### config.mk
export PLATFORM = sky130hd
export DESIGN_NAME = issue_bundle_reg
export DESIGN_NICKNAME = d
export VERILOG_FILES = /design/src/rtl/issue_bundle_reg.sv
export SDC_FILE = /design/constraint.sdc
export NUM_CORES = 1
export LEC_CHECK = 0
export ABC_AREA = 1
export BUFFER_PORTS_ARGS = -buffer_cell sky130_fd_sc_hd__buf_2
export CAP_MARGIN = 20
export CORE_AREA = 2 2 276 278
export CTS_BUF_LIST = sky130_fd_sc_hd__clkbuf_16
export DETAILED_ROUTE_END_ITERATION = 8
export DIE_AREA = 0 0 278 280
export PLACE_DENSITY = 0.52
export SETUP_SLACK_MARGIN = 0.4
export SLEW_MARGIN = 20
export SYNTH_ARGS = -nofsm -noshare
export SYNTH_HDL_FRONTEND = slang
export SYNTH_SLANG_ARGS = --single-unit
### constraint.sdc
create_clock -name clk -period 2.1 [get_ports clk]
set_input_delay 0.21 -clock clk [delete_from_list [all_inputs] [get_ports clk]]
set_output_delay 0.21 -clock clk [all_outputs]
set_load 0.02 [all_outputs]
### src/rtl/issue_bundle_reg.sv
// ID->EX issue-bundle pipeline register: valid/ready handshake, per-lane kill with
// in-order prefix retention, flush, optional payload clearing and saturating perf counters.

module issue_bundle_lane #(
    parameter int DATA_W     = 160,
    parameter int CLEAR_DATA = 1
) (
    input  logic              clk,
    input  logic              reset,
    input  logic              flush,
    input  logic              accept,
    input  logic              drain,
    input  logic              keep,
    input  logic [DATA_W-1:0] din,
    output logic              valid,
    output logic [DATA_W-1:0] data
);
    always_ff @(posedge clk) begin
        if (reset) begin
            valid <= 1'b0;
            data  <= '0;
        end else if (flush) begin
            valid <= 1'b0;
            if (CLEAR_DATA != 0) data <= '0;
        end else if (accept) begin
            valid <= keep;
            // dropped lanes still latch the incoming payload in power mode to avoid a hold mux
            data  <= (keep || CLEAR_DATA == 0) ? din : '0;
        end else if (drain) begin
            valid <= 1'b0;
            if (CLEAR_DATA != 0) data <= '0;
        end
    end
endmodule

module issue_bundle_reg #(
    parameter int LANES      = 2,
    parameter int DATA_W     = 160,
    parameter int CNT_W      = 32,
    parameter int CLEAR_DATA = 1
) (
    input  logic                    clk,
    input  logic                    reset,
    input  logic                    flush,
    input  logic [LANES-1:0]        in_valid,
    input  logic [LANES*DATA_W-1:0] in_data,
    output logic                    in_ready,
    input  logic [LANES-1:0]        kill_mask,
    output logic [LANES-1:0]        out_valid,
    output logic [LANES*DATA_W-1:0] out_data,
    input  logic                    out_ready,
    output logic                    out_new,
    input  logic                    clear_cnt,
    output logic [CNT_W-1:0]        stall_cnt,
    output logic [CNT_W-1:0]        bubble_cnt
);
    logic             any_valid;
    logic             accept;
    logic             drain;
    logic [LANES-1:0] keep;

    assign any_valid = |out_valid;
    assign in_ready  = out_ready || !any_valid;
    assign accept    = (|in_valid) && in_ready && !flush;
    assign drain     = out_ready && any_valid && !accept;

    // a lane survives only if every older lane survived
    always_comb begin
        logic run;
        run  = 1'b1;
        keep = '0;
        for (int i = 0; i < LANES; i++) begin
            run     = run & in_valid[i] & ~kill_mask[i];
            keep[i] = run;
        end
    end

    for (genvar g = 0; g < LANES; g++) begin : g_lane
        issue_bundle_lane #(
            .DATA_W    (DATA_W),
            .CLEAR_DATA(CLEAR_DATA)
        ) u_lane (
            .clk   (clk),
            .reset (reset),
            .flush (flush),
            .accept(accept),
            .drain (drain),
            .keep  (keep[g]),
            .din   (in_data[g*DATA_W +: DATA_W]),
            .valid (out_valid[g]),
            .data  (out_data[g*DATA_W +: DATA_W])
        );
    end

    always_ff @(posedge clk) begin
        if (reset || flush) out_new <= 1'b0;
        else if (accept)    out_new <= |keep;
        else                out_new <= 1'b0;
    end

    always_ff @(posedge clk) begin
        if (reset || clear_cnt) begin
            stall_cnt  <= '0;
            bubble_cnt <= '0;
        end else begin
            if (any_valid && !out_ready && !(&stall_cnt))
                stall_cnt <= stall_cnt + CNT_W'(1);
            if (!any_valid && out_ready && !flush && !(&bubble_cnt))
                bubble_cnt <= bubble_cnt + CNT_W'(1);
        end
    end
endmodule

# After elaboration in Yosys (flattened, before gate mapping)
# Index checks and enable logic that the tools add are counted.
# Widths: inputs -> output; s select.
dict set report totals {
  regBits 387
  latchBits 0
  ram_bits 0
  romBits 0
  in_bits 329
  output_inout_bits 388
  wordCells 49
  mem_count 0
}
dict set report classes {
  add_sub_neg 2
  n_mul 0
  n_div 0
  order_cmp 0
  eq_ne 0
  shift 0
  mux 8
  bitwise_logic 6
  n_reduce_logical 26
}
# cell count
set op_table {}
lappend op_table {{$mux 160} 5}
lappend op_table {{$add 32x1->32 const B} 2}
lappend op_table {{$reduce_and 32->1} 2}
lappend op_table {{$reduce_or 2->1} 5}
lappend op_table {{$logic_and 1x1->1} 9}
lappend op_table {{$logic_not 1->1} 6}
lappend op_table {{$and 1x1->1} 3}
lappend op_table {{$logic_or 1x1->1} 3}
lappend op_table {{$mux 1} 3}
lappend op_table {{$not 1->1} 3}
lappend op_table {{$reduce_bool 2->1} 1}

# Depth between registers and ports, before layout
dict set report depth {
  word_depth 9
  mapped_depth 11
  mapped_depth_nobuf 10
}

# Modules after synthesis
# From an unflattened synthesis, not the netlist that was laid out.
dict set report unflattened {
  cells_unflattened 2096
  area_unflattened_um2 15869.0
}
# mod instances cells_each area_per_inst_um2 seq_area_each_um2
set by_module_without_submodules {}
lappend by_module_without_submodules {issue_bundle_lane 2 717 5913.2 3223.1}
lappend by_module_without_submodules {issue_bundle_reg 1 662 4042.6 1301.2}

# Worst setup path after synthesis
# OpenSTA, ideal clock, no wires.
dict set report synth_path {
  kind {reg-to-reg}
  startpoint {reg stall_cnt[0]}
  endpoint {reg stall_cnt[25]}
  setup_time_ps 116
  arrival_time_ps 1631
  required_time_ps 1984
  slack_ps 354
  path_stages_with_launch 11
  path_buffers 2
  period_less_slack_ps 1746
  cell_sequence {dfxtp_1 ha_1 nand3_1 inv_2 nand2_1 nor2_1 nand3_1 buf_2 buf_4 a21oi_1 nor2_1}
}
dict set report synth_via {
  elab_chain_len 3
  elab_cells_between_ends 4
  cone_classes {add/sub (1); reduce/logical (3)}
}
# item line
set synth_rtl {}
lappend synth_rtl {{start: declaration} 54} ;# output logic [CNT_W-1:0] stall_cnt,
lappend synth_rtl {{start signal: assignment} 107} ;# stall_cnt <= stall_cnt + CNT_W'(1);
lappend synth_rtl {{parallel branches: the longest is 3 deep, another holds $add 32x1->32} n/a}
# Parallel ways; which one is timed is not known.
# A chain may end at the register's enable or synchronous reset.

# Final worst setup path
dict set report layout_path {
  startpoint {reg g_lane[0].u_lane.valid}
  endpoint {reg g_lane[1].u_lane.data[111]}
}
dict set report layout_via {
  elab_chain_len 8
  elab_cells_between_ends 10
  cone_classes {mux (1); reduce/logical (9)}
}
# item line
set layout_rtl {}
lappend layout_rtl {{start: declaration} 15} ;# output logic valid,
lappend layout_rtl {{start signal: assignment} 26} ;# valid <= keep;
lappend layout_rtl {{$reduce_or 2->1 *} 62} ;# assign any_valid = |out_valid;
lappend layout_rtl {{$logic_not 1->1} 63} ;# assign in_ready = out_ready || !any_valid;
lappend layout_rtl {{$logic_or 1x1->1} 63}
lappend layout_rtl {{$logic_and 1x1->1 (2 in a row)} 64} ;# assign accept = (|in_valid) && in_ready && !flush;
lappend layout_rtl {{$logic_not 1->1} 65} ;# assign drain = out_ready && any_valid && !accept;
lappend layout_rtl {{$logic_and 1x1->1} 65}
lappend layout_rtl {{$reduce_bool 2->1 (no line)} n/a}
lappend layout_rtl {{end signal: assignment} 28} ;# data <= (keep || CLEAR_DATA == 0) ? din : '0;
lappend layout_rtl {{end: declaration} 16} ;# output logic [DATA_W-1:0] data
# Every way passes the cells marked *; elsewhere a longest branch is shown, timed or not.

==> metrics.cfg <==
[run_status]
status=complete, no violations

[synthesis]
yosys.area.top_type=dfxtp_1
yosys.area.top_type_share=0.507
ys_top_cells_by_area=dfxtp_1 (51%), nand2_1 (20%), o21ai_1 (5.2%), a21oi_2 (4.6%), a21oi_1 (4.5%)
syn_avg_cell_area_um2=7.40
synth_fp_nets=2395
syn_area_um2=15300
synthCells=2064
synth_warnings=0
ys_seq_area_frac=0.507
netlist-cell-type-count=29
ys_ff_latch=387

[global_routing]
antenna_found_initial=3
track_usage=0.152
grt_overflow=0
grt_max_degree=57
grt_pass1_wl_mm=94.2
grt_pass1_vias=16700

[routing]
num_vias=17500
viasPerCell=4.20
ant_nets=0
wl_per_cell_um=16.3
first_pass_iters=5
drtIter0Drc=925
drt_wl_total_mm=67.8
drc=0

[critical_path]
crit_type=reg2reg
crit_path_end_kind=flip-flop
worst_ep_required_time_ns=2.60
worst_setup_path_start_kind=flip-flop
cp.arrival_ns=2.23
critPathMaxFanout=19

[placed_design]
dp_hpwl_mm=43.9
place.gp.congestion=0.883
portBuffers=716

[cts]
clkLatencyLatePin_ns=0.57
cts_tree=done
cts_num_sinks=387
ctsRootBufferMaster=clkbuf_16
cts_buffers=45
cts.clk_slew.worst_paths_ns=0.06
cts-htree-levels=2
clockBufferDepth=3

[timing]
fin_skew_ns=0.00985
worstMarginPinSlew_ns=0.395
fin_crit_ns=1.73
relSlewSlack=0.737
holdWs_ns=0.0588
hold_viol_final=0
finalCritPeriodShare=0.825
setup_tns_ns=0
rsz0062_at_grt=true
slew_violations=0
finalSetupViolations=0
fmax_mhz=577

[floorplan]
initial_core_util=0.203
dieArea_um2=77800
core_um2=75200
die_y_um=280
die_x_um=278
ios=717
num_rows=101

[worst_hold_path]
hold_class=in2reg

[final_layout]
final_nets=3480
n_fill_cell=7875
area_growth_pct=71.7
drive_above_1_share=0.350

[pwr]
p_leak_nw=11.1
ir_drop_uv=542
power_density_nw_per_um2=659

[job]
cap_viol_max_count=0

-- registers in the layout (all words and copies together), names as in the netlist --
| signal | flops |
|---|---|
| bubble_cnt | 32 |
| g_lane.u_lane.data | 320 |
| g_lane.u_lane.valid | 2 |
| out_new | 1 |
| stall_cnt | 32 |
-- cells in the mapped netlist --
cell type and count:
o21ai_1 159, xnor2_1 1, inv_1 61, o21ai_0 1, nor2_4 2, buf_2 59
nor2_2 2, nor3_1 5, or2_1 1, nand2_1 824, a21oi_2 81, buf_6 6
buf_4 25, and2_1 2, nand3_2 1, nor4_2 1, ha_1 2, nand4_1 12
nor2_1 170, nand3b_1 4, nand3_1 75, nor3_4 1, dfxtp_1 387, clkbuf_4 2
xor2_1 3, nor3b_1 2, a21oi_1 136, clkbuf_1 34, inv_2 5
-- timing repair --
item | 4_1_cts | 5_1_grt
hold buffers | 323 | 0
setup endpoints to repair | 212 | 359
gates cloned | 2 | 21
pin swaps | 1 | 17
gates resized for setup | 22 | 144
hold endpoints to repair | 329 | 0
buffers inserted | 1 | 19
-- layout make-up --
| type | count | area (um2) | area share |
|---|---|---|---|
| repair buffers | 1164 | 8530 | 0.325 |
| flip-flops and latches | 387 | 7800 | 0.297 |
| clock buffers | 47 | 1180 | 0.0448 |
| diodes | 1 | 2.50 | 0.0000953 |
| well taps | 978 | 1220 | 0.0466 |
| multi-input cells | 1485 | 6950 | 0.265 |
| clock inverters | 34 | 302 | 0.0115 |
| inverters | 66 | 253 | 0.00963 |
-- kinds of logic (layout without fill, tap and decap cells) --
group,count (synthesis),after routing,share of synthesized area
AND/OR/NAND/NOR,1102,1102,0.284
XOR/XNOR,4,4,0.00229
buffers and inverters,192,1311,0.0616
AO/OA/AOI/OAI,377,377,0.143
adder cells (fa/ha/maj),2,2,0.00164
flip-flops,387,387,0.507
other,0,1,0
-- placed cells by master (no fill, tap or decap), types with 13 or more instances in the layout --
| cell | Yosys | layout |
|---|---|---|
| nand2_1 | 824 | 807 |
| buf_2 | 59 | 715 |
| dfxtp_1 | 387 | 357 |
| dlygate4sd3_1 | 0 | 323 |
| o21ai_1 | 159 | 155 |
| nor2_1 | 170 | 138 |
| a21oi_1 | 136 | 122 |
| a21oi_2 | 81 | 94 |
| nand3_1 | 75 | 68 |
| inv_1 | 61 | 66 |
| buf_4 | 25 | 64 |
| clkbuf_16 | 0 | 63 |
| nor2_2 | 2 | 25 |
| dfxtp_2 | 0 | 24 |
| buf_12 | 0 | 20 |
| nand2_2 | 0 | 13 |
| buf_6 | 6 | 13 |
-- per-stage QoR --
step	utilization	instances	area [um2]	worst slack, ns	total power, W
2_1_floorplan	-	2064	15300	0.439	0.00815
3_3_place_gp	0.270	3714	20300	0.299	0.00877
3_5_place_dp	0.270	3714	20300	0.321	0.00876
4_1_cts	0.334	4121	25100	0.342	0.0174
5_1_grt	0.349	4161	26200	0.268	0.0180
6_report	0.349	4162	26200	0.368	0.0173
-- path summary, 6_finish.rpt --
check / start / end / slack (ns) / cells past startpoint
max: g_lane[0].u_lane.valid$_SDFFE_PP0P_ / g_lane[1].u_lane.data[111]$_SDFFE_PP0P_ / 0.37 / 9
min: reset / bubble_cnt[2]$_SDFFE_PP0P_ / 0.06 / 4
max reg2reg: g_lane[0].u_lane.valid$_SDFFE_PP0P_ / g_lane[1].u_lane.data[111]$_SDFFE_PP0P_ / 0.37 / 9
min reg2reg: g_lane[0].u_lane.data[96]$_SDFFE_PP0P_ / g_lane[0].u_lane.data[96]$_SDFFE_PP0P_ / 0.45 / 2
-- report_power, final --
part	internal (W)	switching, W	total, W
clock network	0.00467	0.00333	0.00800
logic	0.000955	0.000879	0.00183
registers	0.00741	0.0000411	0.00746
total	0.0130	0.00425	0.0173
-- worst max-delay path, stage by stage (launching register included) --
cell and delay, ns:
dfxtp_4 0.35, nor2_4 0.14, nor2_4 0.07, nor3_4 0.18, inv_2 0.07, nor2_4 0.15, buf_12 0.19, buf_12 0.18
nand2_1 0.12, a21oi_2 0.15
-- routing by layer --
metal / global-route usage / up-vias / routed length, um
met3: 0.0411 / 131 / 4550
met5: 0 / - / 13
met2: 0.258 / 556 / 32600
met1: 0.182 / 8046 / 28400
met4: 0.0561 / 2 / 2160
li1: - / 8766 / -
(Power assumes the default switching activity.)
